===== config.mk =====
export PLATFORM = sky130hd
export DESIGN_NAME = stc0_ingress_arb
export DESIGN_NICKNAME = d
export VERILOG_FILES = /design/src/rtl/stc0_ingress_pkg.sv /design/src/rtl/stc0_stall_wdt.sv /design/src/rtl/stc0_ingress_arb.sv
export SDC_FILE = /design/constraint.sdc
export NUM_CORES = 1
export LEC_CHECK = 0
export CORE_ASPECT_RATIO = 2
export CORE_MARGIN = 5
export CORE_UTILIZATION = 45
export DETAILED_ROUTE_END_ITERATION = 10
export PLACE_DENSITY_LB_ADDON = 0.25
export SLEW_MARGIN = 25
export SYNTH_ARGS = -nofsm -noshare
export SYNTH_HDL_FRONTEND = slang
export SYNTH_SLANG_ARGS = --single-unit

===== constraint.sdc =====
create_clock -name ClkIngress -period 2.7 [get_ports ClkIngress]
set_input_delay 0.81 -clock ClkIngress [delete_from_list [all_inputs] [get_ports ClkIngress]]
set_output_delay 0.81 -clock ClkIngress [all_outputs]
set_load 0.01 [all_outputs]

===== src/rtl/stc0_ingress_pkg.sv =====
// stc0_ingress_pkg: shared types and defaults for the stc0 ingress arbiter
package stc0_ingress_pkg;
    typedef enum logic {IDLE, BUSY} state_t;
    localparam int NUM_REQ = 2;
    typedef logic [$clog2(NUM_REQ)-1:0] req_idx_t;
    localparam req_idx_t REQ0 = req_idx_t'(0);
    localparam req_idx_t REQ1 = req_idx_t'(1);
    localparam int STALL_MAX_DEF = 16;
    localparam int STALL_W_DEF = 8;
    localparam int ABORT_W_DEF = 8;
endpackage


===== src/rtl/stc0_stall_wdt.sv =====
// stc0_stall_wdt: idle-cycle watchdog, fires on the MAX-th consecutive increment
module stc0_stall_wdt
    import stc0_ingress_pkg::*;
#(
    parameter int MAX = STALL_MAX_DEF,
    parameter int W = STALL_W_DEF
) (
    input  logic clk,
    input  logic rst,
    input  logic clr,
    input  logic inc,
    output logic fire
);
    logic [W-1:0] cnt;
    assign fire = (MAX != 0) && inc && !clr && (cnt == W'(MAX - 1));
    always_ff @(posedge clk or posedge rst)
        if (rst) cnt <= '0;
        else if (clr || fire) cnt <= '0;
        else if (inc && cnt != '1) cnt <= cnt + W'(1);
endmodule


===== src/rtl/stc0_ingress_arb.sv =====
// stc0_ingress_arb: packet-granular round-robin arbiter onto the stc0_core ingress byte port
module stc0_ingress_arb
    import stc0_ingress_pkg::*;
#(
    parameter int DATA_W = 8,
    parameter int STALL_MAX = STALL_MAX_DEF,
    parameter int STALL_W = STALL_W_DEF,
    parameter int ABORT_W = ABORT_W_DEF
) (
    input  logic                ClkIngress,
    input  logic                ARst,
    input  logic                R0Valid,
    input  logic [DATA_W-1:0]   R0Data,
    input  logic                R0Last,
    output logic                R0Ready,
    input  logic                R1Valid,
    input  logic [DATA_W-1:0]   R1Data,
    input  logic                R1Last,
    output logic                R1Ready,
    output logic                IValid,
    output logic [DATA_W-1:0]   ID,
    output logic [NUM_REQ-1:0]  Owner,
    output logic                StallErr,
    output logic [ABORT_W-1:0]  AbortCnt
);
    state_t   state;
    req_idx_t ptr;
    logic     busy, acc0, acc1, acc_last, grant1, fire;
    assign busy = state == BUSY;
    assign R0Ready = busy && Owner[0];
    assign R1Ready = busy && Owner[1];
    assign acc0 = R0Valid && R0Ready;
    assign acc1 = R1Valid && R1Ready;
    assign acc_last = (acc0 && R0Last) || (acc1 && R1Last);
    assign grant1 = R1Valid && (!R0Valid || ptr == REQ1);
    // Any cycle the owner has nothing to offer counts as stall time
    stc0_stall_wdt #(.MAX(STALL_MAX), .W(STALL_W)) u_wdt (
        .clk  (ClkIngress),
        .rst  (ARst),
        .clr  (!busy || acc0 || acc1),
        .inc  (busy && !acc0 && !acc1),
        .fire (fire)
    );
    always_ff @(posedge ClkIngress or posedge ARst)
        if (ARst) begin
            state <= IDLE;
            Owner <= '0;
            ptr <= REQ0;
            IValid <= 1'b0;
            ID <= '0;
            StallErr <= 1'b0;
            AbortCnt <= '0;
        end else begin
            IValid <= acc0 || acc1;
            if (acc0 || acc1) ID <= acc0 ? R0Data : R1Data;
            StallErr <= fire;
            if (fire && AbortCnt != '1) AbortCnt <= AbortCnt + ABORT_W'(1);
            if (!busy && (R0Valid || R1Valid)) begin
                state <= BUSY;
                Owner <= grant1 ? 2'b10 : 2'b01;
            end else if (busy && (acc_last || fire)) begin
                state <= IDLE;
                Owner <= '0;
                ptr <= Owner[0] ? REQ1 : REQ0;
            end
        end
endmodule

==> summary.txt <==
Status
  • Status: completed

Route
  • WL/cell: 16.1 µm
  • DRT iter0 DRCs: 24
  • Post-Route WL: 3510 µm
  • Met2 wire length: 2060 µm
  • Uppermost routed layer: met4
  • Post-Route M1 WL: between 1000 and 1500 µm
  • Antenna Nets Post-Route: 0
  • Via count: 1231
  • Initial DRT Pass Iterations: 4
  • Vias per cell: ~5.6
  • Residual DRC: 0
  • Wire length on met3: 239 µm

Timing
  • Fmax: 421 MHz
  • Clock skew: between 0.004 and 0.005 ns
  • Final TNS setup: 0 ns
  • Worst-margin pin slew: approximately 0.47 ns
  • Final min period: approximately 2.4 ns
  • Final worst-path cycle share: 0.881
  • Slew headroom: 0.687
  • # setup viols final: 0
  • Slew Viols, Final: 0
  • Final Hold Viols: 0
  • Unrepaired setup endpoints after global routing: false

Synth
  • Syn_area_per_cell: between 10 and 15 µm²
  • Post-synth top cells: 30 x dfrtp_1, 14 x nand2_1, 9 x mux2i_1, 9 x nor2_1
  • Number of synthesized flops with an enable pin: 0
  • Total of warnings raised by yosys: 0
  • Post-synthesis sequential area ratio: 0.509
  • Cell Area, Synth: about 1500 µm²
  • Top-area cell type share of the netlist area: 0.509
  • Total nets after synthesis: approximately 160
  • Synth area leaders: dfrtp_1 51%, mux2i_1 6.1%, xor2_1 4.8%, nand2_1 3.6%, nand3_1 2.7%
  • Main synth FF type: dfrtp_1
  • FFs w/ async S/R, synth: 1.00
  • Gate Count Post-Synth: ~140
  • Leading area contributor after synthesis: dfrtp_1
  • Distinct cell type count after synthesis: 37
  • FF+latch count, synth: 30
  • Most instantiated library cell after synthesis: dfrtp_1

CTS
  • CTS Sinks: 30
  • Worst skew pair latency: approximately 0.28 ns
  • Clock transition at path regs: approximately 0.060 ns
  • Total CTS buffers: 5
  • Clock root buffer: clkbuf_8
  • Clock Tree Buf Depth: 2
  • # resized after CTS: 0
  • CTS H-tree lvls: 2
  • Hold_buf cts: 0
  • Post-CTS Setup Repair Bufs: 0
  • CTS tree: done

Critical path
  • CP Launch Type: flip-flop
  • CP max FO: 10
  • CP arrival: 1.57 ns
  • RR Endpoint: AbortCnt[1]$_DFFE_PP0P_
  • R2r startpoint: u_wdt.cnt[1]$_DFFE_PP0P_
  • FF-to-FF path depth: 5
  • Worst setup path class: reg2out
  • Critical Path End Type: output pin
  • WP data required: ~1.9 ns
  • Reg-to-reg slack, setup: 0.91 ns

Pwr
  • Share of total power in the clock network: 0.214
  • Pleak: between 0.9 and 1 nW
  • Total Power: approximately 1.6 mW
  • Sequential fraction of design power: 0.424
  • Pwr dens: around 770 nW/µm²
  • Net Sw Power: between 0.5 and 0.6 mW
  • Max VDD drop: ~420 µV
  • Sw frac: 0.332
  • P_int: 1.05 mW
  • Comb power frac: 0.362

Worst hold path
  • Hold path start: ID[2]$_DFFE_PP0P_
  • Hold Crit Class: reg2reg
  • Hold Path End: ID[2]$_DFFE_PP0P_
  • Worst Hold Depth: 2

Cells and area
  • Fill count: around 270
  • Final #Nets: 211
  • Area Growth Syn to Fin: 37.3%
  • Share of cells above drive strength 1: 0.0963
  • Register Area: ~750 µm²
  • Ant. Diodes: 0
  • Multi-input logic area: around 690 µm²

GRT
  • Grt total ovfl: 0
  • Vias in the first global route: between 1000 and 1500
  • Largest net degree at the start of global routing: 31
  • Overall global routing resource usage: 0.165
  • Initial antenna violation count: 0
  • First-pass GRT wire length: 6100 µm

Flow run
  • Max_cap viols: 0

Die
  • IO Count: 44
  • Die ar.: roughly 4600 µm²
  • # rows: 29
  • Starting density of the core: 0.467
  • Core ar.: roughly 3200 µm²
  • Die Width: just over 50 µm
  • Die span in y: 90.9 µm

Placed design
  • Number of port buffers: 43
  • DP Wirelength: roughly 2800 µm
  • Gpl congestion: just under 0.8
[state kept, by name, summed over array words and instances (netlist names)]
signal	cells
AbortCnt	8
ID	8
busy	1
ptr	1
Owner	2
IValid	1
StallErr	1
u_wdt.cnt	8
[how the worst max path moves through the flow]
stage,start,to,slack [ns],depth (start not counted)
3_3_place_gp,R0Valid,AbortCnt[1]$_DFFE_PP0P_,0.24,5
5_1_grt,busy$_DFFE_PP0P_,R1Ready,0.25,2
4_1_cts,busy$_DFFE_PP0P_,R1Ready,0.31,2
2_1_floorplan,R0Valid,AbortCnt[1]$_DFFE_PP0P_,0.88,4
3_5_place_dp,R0Valid,AbortCnt[1]$_DFFE_PP0P_,0.20,5
6_report,busy$_DFFE_PP0P_,R1Ready,0.32,2
[power by group through the flow]
stage / combinational, mW / sequential, mW / clock, mW
3_5_place_dp: 0.582 / 0.672 / 0
5_1_grt: 0.627 / 0.681 / 0.371
3_3_place_gp: 0.558 / 0.662 / 0
2_1_floorplan: 0.268 / 0.683 / 0
6_report: 0.567 / 0.664 / 0.334
4_1_cts: 0.583 / 0.664 / 0.345
[stage by stage]
step / instances / setup WS (ns) / cell area [µm²] / hold WS [ns] / utilization
6_report: 218 / 0.322 / 2020 / 0.486 / 0.641
5_1_grt: 218 / 0.249 / 2020 / 0.524 / 0.641
4_1_cts: 218 / 0.312 / 2020 / 0.493 / 0.641
3_5_place_dp: 211 / 0.195 / 1940 / 0.478 / 0.616
3_3_place_gp: 211 / 0.245 / 1940 / 0.464 / 0.616
2_1_floorplan: 138 / 0.884 / 1470 / 0.480 / -
[critical path, cell delays in order, from the launching register on]
cell,delay (ns)
dfrtp_1,0.52
and2_1,0.22
clkdlybuf4s50_1,0.55
[cell families after synthesis]
logic type / Yosys count / synth area share
simple gates: 58 / 0.227
buf+inv: 7 / 0.0195
xor+xnor: 8 / 0.0475
flops: 30 / 0.509
fa+ha+maj: 2 / 0.0170
compound gates: 22 / 0.104
mux: 11 / 0.0764
[cells in the final DEF (no fill, tap or decap)]
cell,n
nand4_4,1
nor4_4,1
nand2_1,14
clkbuf_8,5
a21o_2,1
nor4bb_1,1
and2_1,2
clkinv_2,2
clkdlybuf4s50_1,43
o21ai_0,7
a311oi_1,1
a21oi_1,6
a31o_2,1
o31a_1,1
nor2_1,9
and3_1,1
nor2b_1,1
mux2_2,2
or3_2,1
inv_1,4
nand2b_1,3
and4_1,2
xor2_1,8
o2111ai_1,1
nand3_1,8
nor3b_1,2
nand4_1,3
o31ai_1,1
dfrtp_1,30
ha_1,2
and3_2,1
a41oi_1,1
a22oi_4,1
buf_4,2
a31oi_1,1
or4_1,1
mux2i_1,9
nor3_1,5
nor4_1,2
[final cells by class]
type / count / share of cell area
inverter: 4 / 0.00742
timing repair buffer: 45 / 0.220
multi-input combinational: 101 / 0.343
clock inverter: 2 / 0.00495
sequential: 30 / 0.371
tap: 31 / 0.0192
clock buffer: 5 / 0.0340
[layer usage]
| metal | vias up | GRT usage |
|---|---|---|
| li1 | 592 | - |
| met2 | 41 | 0.313 |
| met5 | - | 0 |
| met1 | 590 | 0.161 |
| met3 | 8 | 0.0459 |
| met4 | 0 | 0.0512 |
No activity file was read; power rests on OpenSTA's default activity.
==> edit: new RTL, config.mk and constraints unchanged <==
The package constant `NUM_REQ` goes from 2 to 4.
--- a/src/rtl/stc0_ingress_pkg.sv
+++ b/src/rtl/stc0_ingress_pkg.sv
@@ -1,7 +1,7 @@
 // stc0_ingress_pkg: shared types and defaults for the stc0 ingress arbiter
 package stc0_ingress_pkg;
     typedef enum logic {IDLE, BUSY} state_t;
-    localparam int NUM_REQ = 2;
+    localparam int NUM_REQ = 4;
     typedef logic [$clog2(NUM_REQ)-1:0] req_idx_t;
     localparam req_idx_t REQ0 = req_idx_t'(0);
     localparam req_idx_t REQ1 = req_idx_t'(1);
Ports: changed (resized Owner); port bits go from 44 to 46. No check against the original RTL was run, so the function may have changed too.
==> edit against the original RTL <==
Routed wire length is 4.0% higher; first-iteration DRC count is 50% lower; area after synthesis is 2.1% higher; design area is 1.4% higher; sequential cell count stayed put; setup slack better by 0.043 ns; via count is 2.4% higher; power is 2.1% higher; critical endpoint is now AbortCnt[1]$_DFFE_PP0P_.
==> edit: results (changes against the original RTL) <==
- Fraction of registers with async set or reset after synthesis: 100% (unchanged)
- Worst supply voltage drop on vdd: 0.584 mV (+38%)
- R2R setup slack: 0.79 ns (-0.12 ns)
- Total vias in the final route: 1260 (+2.4%)
- Initial DRC count: 12 (-50%)
- Number of flops mapped to enable cells by yosys: 0 (unchanged)
- Number of instances on the worst hold path: 1 (-1)
- Number of antenna violations at the first check in global routing: 0 (unchanged)
- Leakage: 0.969 nW (+0.54%)
- Cell variety after synth: 42 (+14%)
- Worst-Skew Late Latency: 0.28 ns (about the same)
- Yosys warning count: 0 (unchanged)
- Terminating pin of the worst hold path: AbortCnt[5]$_DFFE_PP0P_
- Total Routing Usage GR: 17.5% (+1.1 points)
- Port-buffer cells: 43 (unchanged)
- Final Skew: 0.00528 ns (+0.000377 ns)
- Net count of the finished layout: 215 (+1.9%)
- Clock slew at the register clock pins of the worst setup and hold paths: 0.05 ns
- Reg2reg end: ptr[0]$_DFFE_PP0P_
- Final WL: 3650 um (+4.0%)
- Origin of the critical flop-to-flop path: u_wdt.cnt[0]$_DFFE_PP0P_
- Maximum number of pins on one net before global-route repair: 31 (unchanged)
- HPWL after detailed placement: 2840 um (+3.0%)
- Placer Congestion: 0.822 (+4.9%)
- Ranking of synthesized cells by area: sky130_fd_sc_hd__dfrtp_1 50%, sky130_fd_sc_hd__mux2i_1 6.0%, sky130_fd_sc_hd__xor2_1 4.7%
- Post-Synthesis Cells: 142 (+2.9%)
- Registers with the most flip-flops: AbortCnt: 8 flops, ID: 8 flops, u_wdt.cnt: 8 flops
- Vias in the first global route: 1368 (+2.7%)
- Commonest cells post-synth: 30 x sky130_fd_sc_hd__dfrtp_1, 14 x sky130_fd_sc_hd__nand2_1, 9 x sky130_fd_sc_hd__mux2i_1
- Maximum root-to-sink buffer count: 2 (unchanged)
- Root buffer cell: sky130_fd_sc_hd__clkbuf_8
- Wire per inst: 16.5 um (+2.6%)
- Global-route wire length before repair: 6370 um (+4.4%)
- Clock buffers created by TritonCTS: 5 (unchanged)
- Number of H-tree branching levels: 2 (unchanged)
- Main flop type after synthesis: sky130_fd_sc_hd__dfrtp_1
- Placed instance area: 1970 um^2 (+1.3%)
- Worst EP arrival: 2.50 ns (+0.93 ns)
- Post-CTS setup buffers: 0 (unchanged)
- Beginning of the worst hold path: AbortCnt[5]$_DFFE_PP0P_
- Result of the run: finished, final reports clean
- Number of optimization iterations in the first detailed-route pass: 4 (unchanged)
- Layout cells sized above 1: 12.1% (+2.5 points)
- Post-CTS sizing: 0 (unchanged)
- Worst-case reg-to-reg path depth: 6 (+1)
- HP Class: register to register
- Share of the yosys chip area belonging to registers: 49.9% (-1.1 points)
- Maximum fanout encountered on the critical timing path: 7 (-3)
- ANT cells: 0 (unchanged)
[edit: critical path, cell delays in order]
cell and delay [ns]:
sky130_fd_sc_hd__clkdlybuf4s50_1 0.49, sky130_fd_sc_hd__a22oi_1 0.40, sky130_fd_sc_hd__nand4_4 0.22, sky130_fd_sc_hd__nor2_1 0.22
sky130_fd_sc_hd__mux2_2 0.35
[edit: area by class of cell]
cell class,instances,area (um^2)
Inverter,5,18.8
Fill cell,267,1140
Timing Repair Buffer,48,468
Clock buffer,6,82.6
Sequential cell,30,751
Multi-Input combinational cell,101,693
Tap cell,31,38.8
[edit: kinds of logic (layout without fill, tap and decap cells)]
group | after synthesis | in the layout | synth area share [%]
buf+inv | 12 | 59 | 4.32
simple gates | 54 | 54 | 20.9
other cells | 1 | 2 | 0.249
fa+ha+maj | 2 | 2 | 1.66
xor+xnor | 8 | 8 | 4.66
flops | 30 | 30 | 49.9
compound gates | 24 | 24 | 10.8
mux | 11 | 11 | 7.48
[edit: routing by layer]
metal  part of all wire, %  up-vias  wire length [um]  track usage [%]
li1                      -      596                 -                -
met1                    35      603              1280             18.3
met2                    55       53              2020             30.2
met3                   7.3        8               267             6.01
met4                   2.2        0                81             8.32
met5                     0        -                 0                0
[edit: metrics by stage]
stage | worst slack, ns | hold slack [ns]
5_1_grt | 0.219 | 0.513
3_5_place_dp | 0.0675 | 0.493
4_1_cts | 0.359 | 0.500
6_report | 0.366 | 0.509
3_3_place_gp | 0.150 | 0.475
2_1_floorplan | 0.743 | 0.502
[edit: worst max path at each step]
stage / from / end / slack, ns / cells past startpoint
6_report: R1Valid / AbortCnt[1]$_DFFE_PP0P_ / 0.37 / 5
5_1_grt: R1Valid / AbortCnt[1]$_DFFE_PP0P_ / 0.22 / 5
4_1_cts: R1Valid / AbortCnt[1]$_DFFE_PP0P_ / 0.36 / 5
3_5_place_dp: R1Valid / AbortCnt[1]$_DFFE_PP0P_ / 0.07 / 5
3_3_place_gp: R1Valid / ptr[0]$_DFFE_PP0P_ / 0.15 / 6
2_1_floorplan: R0Valid / AbortCnt[1]$_DFFE_PP0P_ / 0.74 / 4
[edit: power breakdown]
part,internal (mW),switching (mW)
logic,0.328,0.253
registers,0.568,0.0987
clock network,0.196,0.153
total,1.09,0.505
